==> src/rtl/cic_comp_chan_sched_pkg.sv <==
// Shared constants for the CIC-compensation channel scheduler: default sample
// width, channel count, banked-multiplier latency and the channel-index width.
package cic_comp_chan_sched_pkg;

    localparam int CIC_WIDTH   = 18;
    localparam int CIC_NCH     = 2;
    localparam int CIC_LATENCY = 3;

    // Channel index width; never narrower than one bit so a 1-channel select still exists.
    function automatic int chan_w(input int n);
        return (n > 2) ? $clog2(n) : 1;
    endfunction

endpackage

==> src/rtl/cic_comp_chan_sched_rr_arbiter.sv <==
// Combinational round-robin arbiter: the first requester strictly after ptr
// (wrapping modulo NCH) wins, so the last winner has the lowest priority.
module cic_comp_chan_sched_rr_arbiter
    import cic_comp_chan_sched_pkg::*;
#(
    parameter int  NCH = CIC_NCH,
    localparam int CHW = chan_w(NCH)
) (
    input  logic [NCH-1:0] req,
    input  logic [CHW-1:0] ptr,
    output logic [NCH-1:0] gnt_oh,
    output logic [CHW-1:0] gnt_idx,
    output logic           gnt_any
);

    function automatic logic [CHW-1:0] cand_idx(input logic [CHW-1:0] base, input int off);
        return CHW'((int'(base) + off) % NCH);
    endfunction

    // Walk from the farthest candidate to the nearest so the nearest pending one overwrites.
    always_comb begin
        gnt_oh  = '0;
        gnt_idx = '0;
        gnt_any = 1'b0;
        for (int i = NCH; i >= 1; i--) begin
            if (req[cand_idx(ptr, i)]) begin
                gnt_oh                   = '0;
                gnt_oh[cand_idx(ptr, i)] = 1'b1;
                gnt_idx                  = cand_idx(ptr, i);
                gnt_any                  = 1'b1;
            end
        end
    end

endmodule

==> src/rtl/cic_comp_chan_sched.sv <==
// Shares one CIC-compensation datapath between NCH decimated streams: buffers one
// sample per channel, issues round-robin and routes each result back by tag.
module cic_comp_chan_sched
    import cic_comp_chan_sched_pkg::*;
#(
    parameter int  NCH     = CIC_NCH,
    parameter int  WIDTH   = CIC_WIDTH,
    parameter int  LATENCY = CIC_LATENCY,
    localparam int CHW     = chan_w(NCH)
) (
    input  logic                 clk,
    input  logic                 reset,
    input  logic                 enable,
    input  logic                 flush,
    input  logic [NCH*WIDTH-1:0] chIn,
    input  logic [NCH-1:0]       chEn,
    output logic [WIDTH-1:0]     mpyIn,
    output logic                 mpyEn,
    output logic [CHW-1:0]       mpyChSel,
    input  logic [WIDTH-1:0]     mpyOut,
    output logic [NCH*WIDTH-1:0] chOut,
    output logic [NCH-1:0]       chOutEn,
    output logic [NCH-1:0]       ovf,
    input  logic                 ovfClr
);

    logic [WIDTH-1:0]   hold_q [NCH];
    logic [WIDTH-1:0]   hold_d [NCH];
    logic [NCH-1:0]     pending_q, pending_d;
    logic [CHW-1:0]     rr_ptr_q, rr_ptr_d;
    logic               mpy_en_q, mpy_en_d;
    logic [WIDTH-1:0]   mpy_in_q, mpy_in_d;
    logic [CHW-1:0]     mpy_sel_q, mpy_sel_d;
    logic [LATENCY-1:0] tag_valid_q, tag_valid_d;
    logic [CHW-1:0]     tag_chan_q [LATENCY];
    logic [CHW-1:0]     tag_chan_d [LATENCY];
    logic [WIDTH-1:0]   ch_out_q [NCH];
    logic [WIDTH-1:0]   ch_out_d [NCH];
    logic [NCH-1:0]     ch_out_en_q, ch_out_en_d;
    logic [NCH-1:0]     ovf_q, ovf_d;

    logic [NCH-1:0]     gnt_oh;
    logic [CHW-1:0]     gnt_idx;
    logic               gnt_any;
    logic               grant;
    logic [NCH-1:0]     gnt_mask;
    logic [NCH-1:0]     capture;
    logic [NCH-1:0]     overrun;
    logic               tail_valid;
    logic [CHW-1:0]     tail_chan;

    cic_comp_chan_sched_rr_arbiter #(
        .NCH (NCH)
    ) u_arb (
        .req     (pending_q),
        .ptr     (rr_ptr_q),
        .gnt_oh  (gnt_oh),
        .gnt_idx (gnt_idx),
        .gnt_any (gnt_any)
    );

    // Issue path; flush suppresses the grant so rrPtr is left where it was.
    always_comb begin
        grant     = enable & gnt_any & ~flush;
        gnt_mask  = grant ? gnt_oh : '0;
        mpy_en_d  = grant;
        mpy_in_d  = mpy_in_q;
        mpy_sel_d = mpy_sel_q;
        rr_ptr_d  = rr_ptr_q;
        if (grant) begin
            mpy_in_d  = hold_q[gnt_idx];
            mpy_sel_d = gnt_idx;
            rr_ptr_d  = gnt_idx;
        end
    end

    assign tail_valid = tag_valid_q[LATENCY-1] & ~flush;
    assign tail_chan  = tag_chan_q[LATENCY-1];

    genvar gi;
    for (gi = 0; gi < NCH; gi++) begin : g_chan
        // A channel being granted at this edge frees its slot, so a new strobe is not an overrun.
        assign overrun[gi]     = chEn[gi] & ~flush & pending_q[gi] & ~gnt_mask[gi];
        assign capture[gi]     = chEn[gi] & ~flush & ~overrun[gi];
        assign hold_d[gi]      = capture[gi] ? chIn[gi*WIDTH +: WIDTH] : hold_q[gi];
        assign pending_d[gi]   = ~flush & (capture[gi] | (pending_q[gi] & ~gnt_mask[gi]));
        assign ovf_d[gi]       = overrun[gi] | (ovf_q[gi] & ~ovfClr);
        assign ch_out_en_d[gi] = tail_valid & (tail_chan == CHW'(gi));
        assign ch_out_d[gi]    = ch_out_en_d[gi] ? mpyOut : ch_out_q[gi];
        assign chOut[gi*WIDTH +: WIDTH] = ch_out_q[gi];
    end

    // Tag shift register mirrors the datapath pipeline one stage behind the issue register.
    assign tag_valid_d[0] = mpy_en_q & ~flush;
    assign tag_chan_d[0]  = mpy_sel_q;
    for (gi = 1; gi < LATENCY; gi++) begin : g_tag
        assign tag_valid_d[gi] = tag_valid_q[gi-1] & ~flush;
        assign tag_chan_d[gi]  = tag_chan_q[gi-1];
    end

    always_ff @(posedge clk or posedge reset) begin
        if (reset) begin
            hold_q      <= '{default: '0};
            pending_q   <= '0;
            rr_ptr_q    <= CHW'(NCH - 1);
            mpy_en_q    <= 1'b0;
            mpy_in_q    <= '0;
            mpy_sel_q   <= '0;
            tag_valid_q <= '0;
            tag_chan_q  <= '{default: '0};
            ch_out_q    <= '{default: '0};
            ch_out_en_q <= '0;
            ovf_q       <= '0;
        end else begin
            hold_q      <= hold_d;
            pending_q   <= pending_d;
            rr_ptr_q    <= rr_ptr_d;
            mpy_en_q    <= mpy_en_d;
            mpy_in_q    <= mpy_in_d;
            mpy_sel_q   <= mpy_sel_d;
            tag_valid_q <= tag_valid_d;
            tag_chan_q  <= tag_chan_d;
            ch_out_q    <= ch_out_d;
            ch_out_en_q <= ch_out_en_d;
            ovf_q       <= ovf_d;
        end
    end

    assign mpyIn    = mpy_in_q;
    assign mpyEn    = mpy_en_q;
    assign mpyChSel = mpy_sel_q;
    assign chOutEn  = ch_out_en_q;
    assign ovf      = ovf_q;

endmodule

==> config.mk <==
export PLATFORM = sky130hd
export DESIGN_NAME = cic_comp_chan_sched
export DESIGN_NICKNAME = d
export VERILOG_FILES = /design/src/rtl/cic_comp_chan_sched_pkg.sv /design/src/rtl/cic_comp_chan_sched_rr_arbiter.sv /design/src/rtl/cic_comp_chan_sched.sv
export SDC_FILE = /design/constraint.sdc
export NUM_CORES = 1
export LEC_CHECK = 0
export BUFFER_PORTS_ARGS = -buffer_cell sky130_fd_sc_hd__buf_2
export CAP_MARGIN = 20
export CORE_MARGIN = 1.5
export CORE_UTILIZATION = 35
export CTS_CLUSTER_SIZE = 28
export DETAILED_ROUTE_END_ITERATION = 8
export SLEW_MARGIN = 20
export SYNTH_ARGS = -nofsm -noshare
export SYNTH_HDL_FRONTEND = slang
export SYNTH_SLANG_ARGS = --single-unit
==> constraint.sdc <==
create_clock -name clk -period 4.35 [get_ports clk]
set_clock_uncertainty 0.1 [all_clocks]
set_input_delay 0.2175 -clock clk [delete_from_list [all_inputs] [get_ports clk]]
set_output_delay 0.2175 -clock clk [all_outputs]
set_load 0.01 [all_outputs]
Word level (Yosys, flattened, before mapping)
Index checks and enable logic that the tools add are counted.

Register bits: 105. Input port bits: 61. Output and inout bits: 60. Word-level logic and storage cells: 76.

Add/subtract/negate cells: 2. $lt $le $gt $ge: 5. Multiplexer cells: 18. Bitwise operators: 34. Reductions and logical operators: 2.

Operators with widths (number): 18-bit two-way mux (3); 1-bit AND (22); 1-bit two-way mux (10); 1-bit NOT (7); 2-bit two-way mux (3); 1-bit by 2-bit less-than comparator with 1-bit output, second input constant (2); 1-bit bitwise OR (4); 1-bit adder, second input constant (2); 1-bit demux with 1-bit select (2); 1-bit greater-or-equal comparator, second input constant (2); 2-bit greater-or-equal comparator, second input constant (1); 1-bit logical AND (2); 1-bit NOT with 2-bit output (1).

Depth between registers and ports, before layout
Word-level depth: 14. Gate-level depth with buffers: 5. Gate-level depth less buffers: 3.

By module
A second synthesis with hierarchy kept.

Cell total of the unflattened synthesis: 278. Area, all modules: 4088.9 sq um.

Modules (own cells, without submodules): cic_comp_chan_sched (times used 1, cells each 273, area each 4056.4 sq um, seq. area each 2628.8 sq um); cic_comp_chan_sched_rr_arbiter (times used 1, cells each 5, area each 32.5 sq um, seq. area each 0.0 sq um).

Worst setup path after synthesis
OpenSTA, ideal clock, no wires.

Path type: register to register. Start point: register rr_ptr_q. End point: register hold_q[20] in the netlist's numbering. Setup time: 125 ps. Arrival time: 1603 ps. Data required time: 4125 ps. Path slack: 2522 ps. Stages on the path, launching flop included: 6. Path buffers: 2. Period minus slack after synthesis: 1828 ps. Cells stage by stage: dfstp_2 and3b_1 a2111o_1 buf_6 buf_12 mux2_4.

Cells in the longest elaborated chain, start to end: 12. Elaborated cells between the ends (all ways): 27. Those cells by class: add/sub (2); order compare (4); mux (13); bitwise (6); reduce/logical (2).

RTL lines: start, declared (RTL line cic_comp_chan_sched.sv:30) `logic [CHW-1:0] rr_ptr_q, rr_ptr_d;`; start signal, assigned (RTL line cic_comp_chan_sched.sv:105) `rr_ptr_q <= CHW'(NCH - 1);`; start signal, assigned (RTL line cic_comp_chan_sched.sv:117) `rr_ptr_q <= rr_ptr_d;`; 1-bit adder (RTL line cic_comp_chan_sched_rr_arbiter.sv:17) `return CHW'((int'(base) + off) % NCH);`; 1-bit by 2-bit less-than comparator with 1-bit output (not written as such) (tied with other cells) (RTL line cic_comp_chan_sched_rr_arbiter.sv:28) `gnt_oh[cand_idx(ptr, i)] = 1'b1;`; 1-bit logical AND (not written as such) / 1-bit two-way mux (equally long branches) (RTL line cic_comp_chan_sched_rr_arbiter.sv:28, cic_comp_chan_sched_rr_arbiter.sv:26); 1-bit two-way mux, on equally long branches (RTL line cic_comp_chan_sched_rr_arbiter.sv:28, cic_comp_chan_sched_rr_arbiter.sv:26); 1-bit demux with 1-bit select / 1-bit two-way mux (equally long branches); 2-bit two-way mux / 1-bit AND (equally long branches) (2 in series) (RTL line cic_comp_chan_sched_rr_arbiter.sv:26, cic_comp_chan_sched.sv:64); 2-bit two-way mux (*) (RTL line cic_comp_chan_sched.sv:65) `gnt_mask = grant ? gnt_oh : '0;`; 1-bit NOT (*) (RTL line cic_comp_chan_sched.sv:83) `assign overrun[gi] = chEn[gi] & ~flush & pending_q[gi] & ~gnt_mask[gi];`; 1-bit AND (*) (RTL line cic_comp_chan_sched.sv:83); 1-bit NOT (*) (RTL line cic_comp_chan_sched.sv:84) `assign capture[gi] = chEn[gi] & ~flush & ~overrun[gi];`; 1-bit AND (*) (RTL line cic_comp_chan_sched.sv:84); end signal, assigned (RTL line cic_comp_chan_sched.sv:115) `hold_q <= hold_d;`; end, declared (RTL line cic_comp_chan_sched.sv:27) `logic [WIDTH-1:0] hold_q [NCH];`.

Every way passes the cells marked *; elsewhere a longest branch is shown, timed or not. The select of a mux whose other input is x is not followed. A chain may end at the register's enable or synchronous reset.

Final worst setup path
Start point: register rr_ptr_q. End point: register hold_q[21] in the netlist's numbering.

Same word-level chain as after synthesis.

==> results list <==
- The worst hold path terminates at hold_q[4].
- Clock tree synthesis selected as its root buffer the cell sky130_fd_sc_hd__clkbuf_16.
- Fmax: 462 MHz
- Proportion of layout cells with a drive suffix above 1: 0.639
* WL per Instance: 15.1 um
- Number of warning messages in the yosys log: 0
* Switching power total: 0.000625 W
- CTS tree: yes
* Number of nets in the layout: 459
* Number of primary I/O pins: 121
* Setup Total Neg Slack: 0 ns
- After global routing the overflow that remains totals 0.
- The routed layout has 2,555 vias.
- Measured in cells, the most critical reg-to-reg path has a length of 3.
* CP Capture Type: flop
* Main flop type after synthesis: sky130_fd_sc_hd__dfrtp_1
* First-pass GRT wire length: 13,600 um
- Dpl hpwl: 5430 um
- The number of failing hold endpoints at the final stage came to 0.
* FF+latch count, synth: 105
- Of the available clock period, the critical path in the final layout requires 0.497.
* Worst Path Max Fanout: 18
- After clock tree synthesis, the clock-pin slew on the worst setup and hold paths is 0.06 ns.
- Worst vdd ir: 0.231 mV
- The initial utilization of the core area, before any placement, comes to 0.362.
- The final layout contains routed wiring with a total length of 8210 um.
* CTS H-Tree Depth: 3
- Area overhead of the layout relative to synthesis: 30.3%
- Pins over their slew limit: 0
* Part of the Yosys area used for sequential elements: 0.634
- Setup Crit Path Kind: flop to flop
- The repair_antennas step left the layout with diodes totalling 0.
- Total routing resource utilization after global routing: 0.140
* 1st-pass router iterations: 3
* Number of distinct library cells after synthesis: 26
- The startpoint identified for the worst hold timing path is chIn[22].
- Final standard cell area without fillers: 0.00541 mm^2
- The highest layer touched by signal routing is met4.
* Initial antenna violation count: 0
- Once detail routing completed, the nets flagged for antenna violations numbered 0.
- Critical Path RT: 4.47 ns
- Number of enable-type register cells in the synthesized netlist: 0
* Register-to-register setup slack: 2.19 ns
* PnR worst setup slack: 2.19 ns
- Of the total power, combinational logic draws 0.191.
- The mapped netlist covers 0.00415 mm^2.
- A synthesized cell averages 16.4 um^2.
- Along the worst hold path, the cell count comes to 2.
- The routed design could run at a clock period as short as 2.16 ns.
* Final Hold Slack: 0.0147 ns
- The run finished with clean final reports.
- Fraction of the core area covered by cells at the end of the flow: 0.471
* Total routed wire length on the met1 layer: 3760 um
- In this run the worst hold path is classified as input port to flop.
- Horizontal die dimension: 112 um
- Setup repair after global routing left no endpoint under its margin.
- Setup violations remaining at the end of the flow were counted as 0.
- Leakage power summed over all cells: 2.73 nW
- Gate Count Post-Synth: 253
* Worst reg2reg startpoint: rr_ptr_q
- In this run the cell area measured after placement is 0.00490 mm^2.
- Critical R2R Capture: hold_q[21]
- Leading cell types in the layout, fill and taps excluded: sky130_fd_sc_hd__buf_2 (120), sky130_fd_sc_hd__dfrtp_1 (104), sky130_fd_sc_hd__mux2_2 (100)
* Number of global-route vias before repair: 2,670
- Relative max-transition margin: 0.349
- Met2 wire length: 3790 um
- Post-placement worst setup slack: 2.16 ns
- Total clock buffers created by CTS: 9
* Arrival @ worst endpoint: 2.29 ns
- The clock drives 105 sinks.
- Routability-driven placement finished with a final weighted congestion of 0.688.
- The number of gates resized after CTS was 0.
* Relative contribution of the clock network to total power: 0.319
* Port Buffer Count: 120
- Die area: 0.0125 mm^2
- The initialized floorplan defines 39 standard-cell rows.
* Leading cell type in the layout, fill and taps excluded: sky130_fd_sc_hd__buf_2
- Using the TritonRoute via totals, the vias-per-cell ratio works out to 4.69.
- Pin count of the biggest net entering global routing: 69
* Post-synth ARST share: 1.00
- Internal portion of total power: 0.00192 W
- Met3 wire len: 491 um
* DR DRC count: 0
- The clock reaches the later pin of the worst-skew pair after 0.34 ns.
- Startpoint types: flop
* Die H: 112 um
- Of the total power, registers draw 0.490.
- Power per unit of standard cell area: 470 mW/mm^2
- Area of the core: 0.0115 mm^2
- The tool flagged a number of max-cap violations equal to 0.
- For the pin with the worst max-slew slack, the measured transition is 0.977 ns.
* Clock Tree Buf Depth: 2
* Post-synth net total: 314
* Switching Share: 0.246
- Starting DRC count in detailed routing: 60
## per-layer routing
layer,vias to the layer above,track usage
met1,1272,0.186
li1,1186,-
met4,0,0.0633
met2,85,0.215
met5,-,0
met3,12,0.0359
## flip-flops by register name, summed over array words and instances, names as in the netlist
register and flops:
chOut 36, hold_q 36, mpyIn 18, tag_valid_q 3, chOutEn 2, ovf 2, pending_q 2, tag_chan_d 2
mpyChSel 1, mpyEn 1, rr_ptr_q 1, tail_chan 1
## critical path, cell delays in order (launching register included)
cell and delay, ns:
sky130_fd_sc_hd__dfstp_2 0.57, sky130_fd_sc_hd__and3b_1 0.19, sky130_fd_sc_hd__a2111o_1 0.74, sky130_fd_sc_hd__mux2_4 0.44
## synthesized netlist by cell type, types with 2 or more instances
cell type	number	area (um^2)
sky130_fd_sc_hd__mux2_2	100	1130
sky130_fd_sc_hd__o21ai_0	2	10.0
sky130_fd_sc_hd__nor2b_1	3	18.8
sky130_fd_sc_hd__mux2_4	10	150
sky130_fd_sc_hd__buf_2	9	45.0
sky130_fd_sc_hd__dfrtp_1	104	2600
sky130_fd_sc_hd__inv_1	6	22.5
## layout make-up
cell class | instances | area (um^2)
Sequential cell | 105 | 2630
Multi-Input combinational cell | 130 | 1430
Fill cell | 1048 | 6060
Tap cell | 143 | 179
Inverter | 6 | 25.0
Clock inverter | 3 | 40.0
Clock buffer | 12 | 256
Timing Repair Buffer | 146 | 848
## power by group through the flow
| stage | logic, W | registers [W] | clock network, W |
|---|---|---|---|
| 6_report | 0.000485 | 0.00124 | 0.000812 |
| 5_1_grt | 0.000531 | 0.00127 | 0.000881 |
| 4_1_cts | 0.000496 | 0.00125 | 0.000842 |
| 3_5_place_dp | 0.000482 | 0.00126 | 0 |
| 3_3_place_gp | 0.000472 | 0.00126 | 0 |
| 2_1_floorplan | 0.000249 | 0.00130 | 0 |
## what timing repair did
item	4_1_cts	5_1_grt
endpoints found under the hold margin	87	1
buffers inserted	0	0
hold buffers	20	1
## metrics by stage
step / power [W] / cells
global placement: 0.00173 / 509
global route: 0.00268 / 545
CTS: 0.00259 / 544
floorplan: 0.00155 / 253
finish: 0.00254 / 545
detailed placement: 0.00175 / 509
## logic make-up after synthesis
family,count (synthesis),share of synthesized area
muxes,110,0.308
DFF,105,0.634
buffers and inverters,18,0.0256
and+or+nand+nor,11,0.0169
AOI/OAI and AO/OA,9,0.0163
## worst max path at each step
stage | from | to | slack, ns | cells past startpoint
after CTS | rr_ptr_q | hold_q[24] | 2.15 | 3
final | rr_ptr_q | hold_q[21] | 2.19 | 3
after floorplan | reset | chOutEn[0] | 1.27 | 1
after global placement | rr_ptr_q | hold_q[26] | 2.22 | 3
after global routing | rr_ptr_q | hold_q[22] | 2.11 | 3
after detailed placement | rr_ptr_q | hold_q[25] | 2.16 | 3
Note: power is estimated with default switching activity, not from simulation.
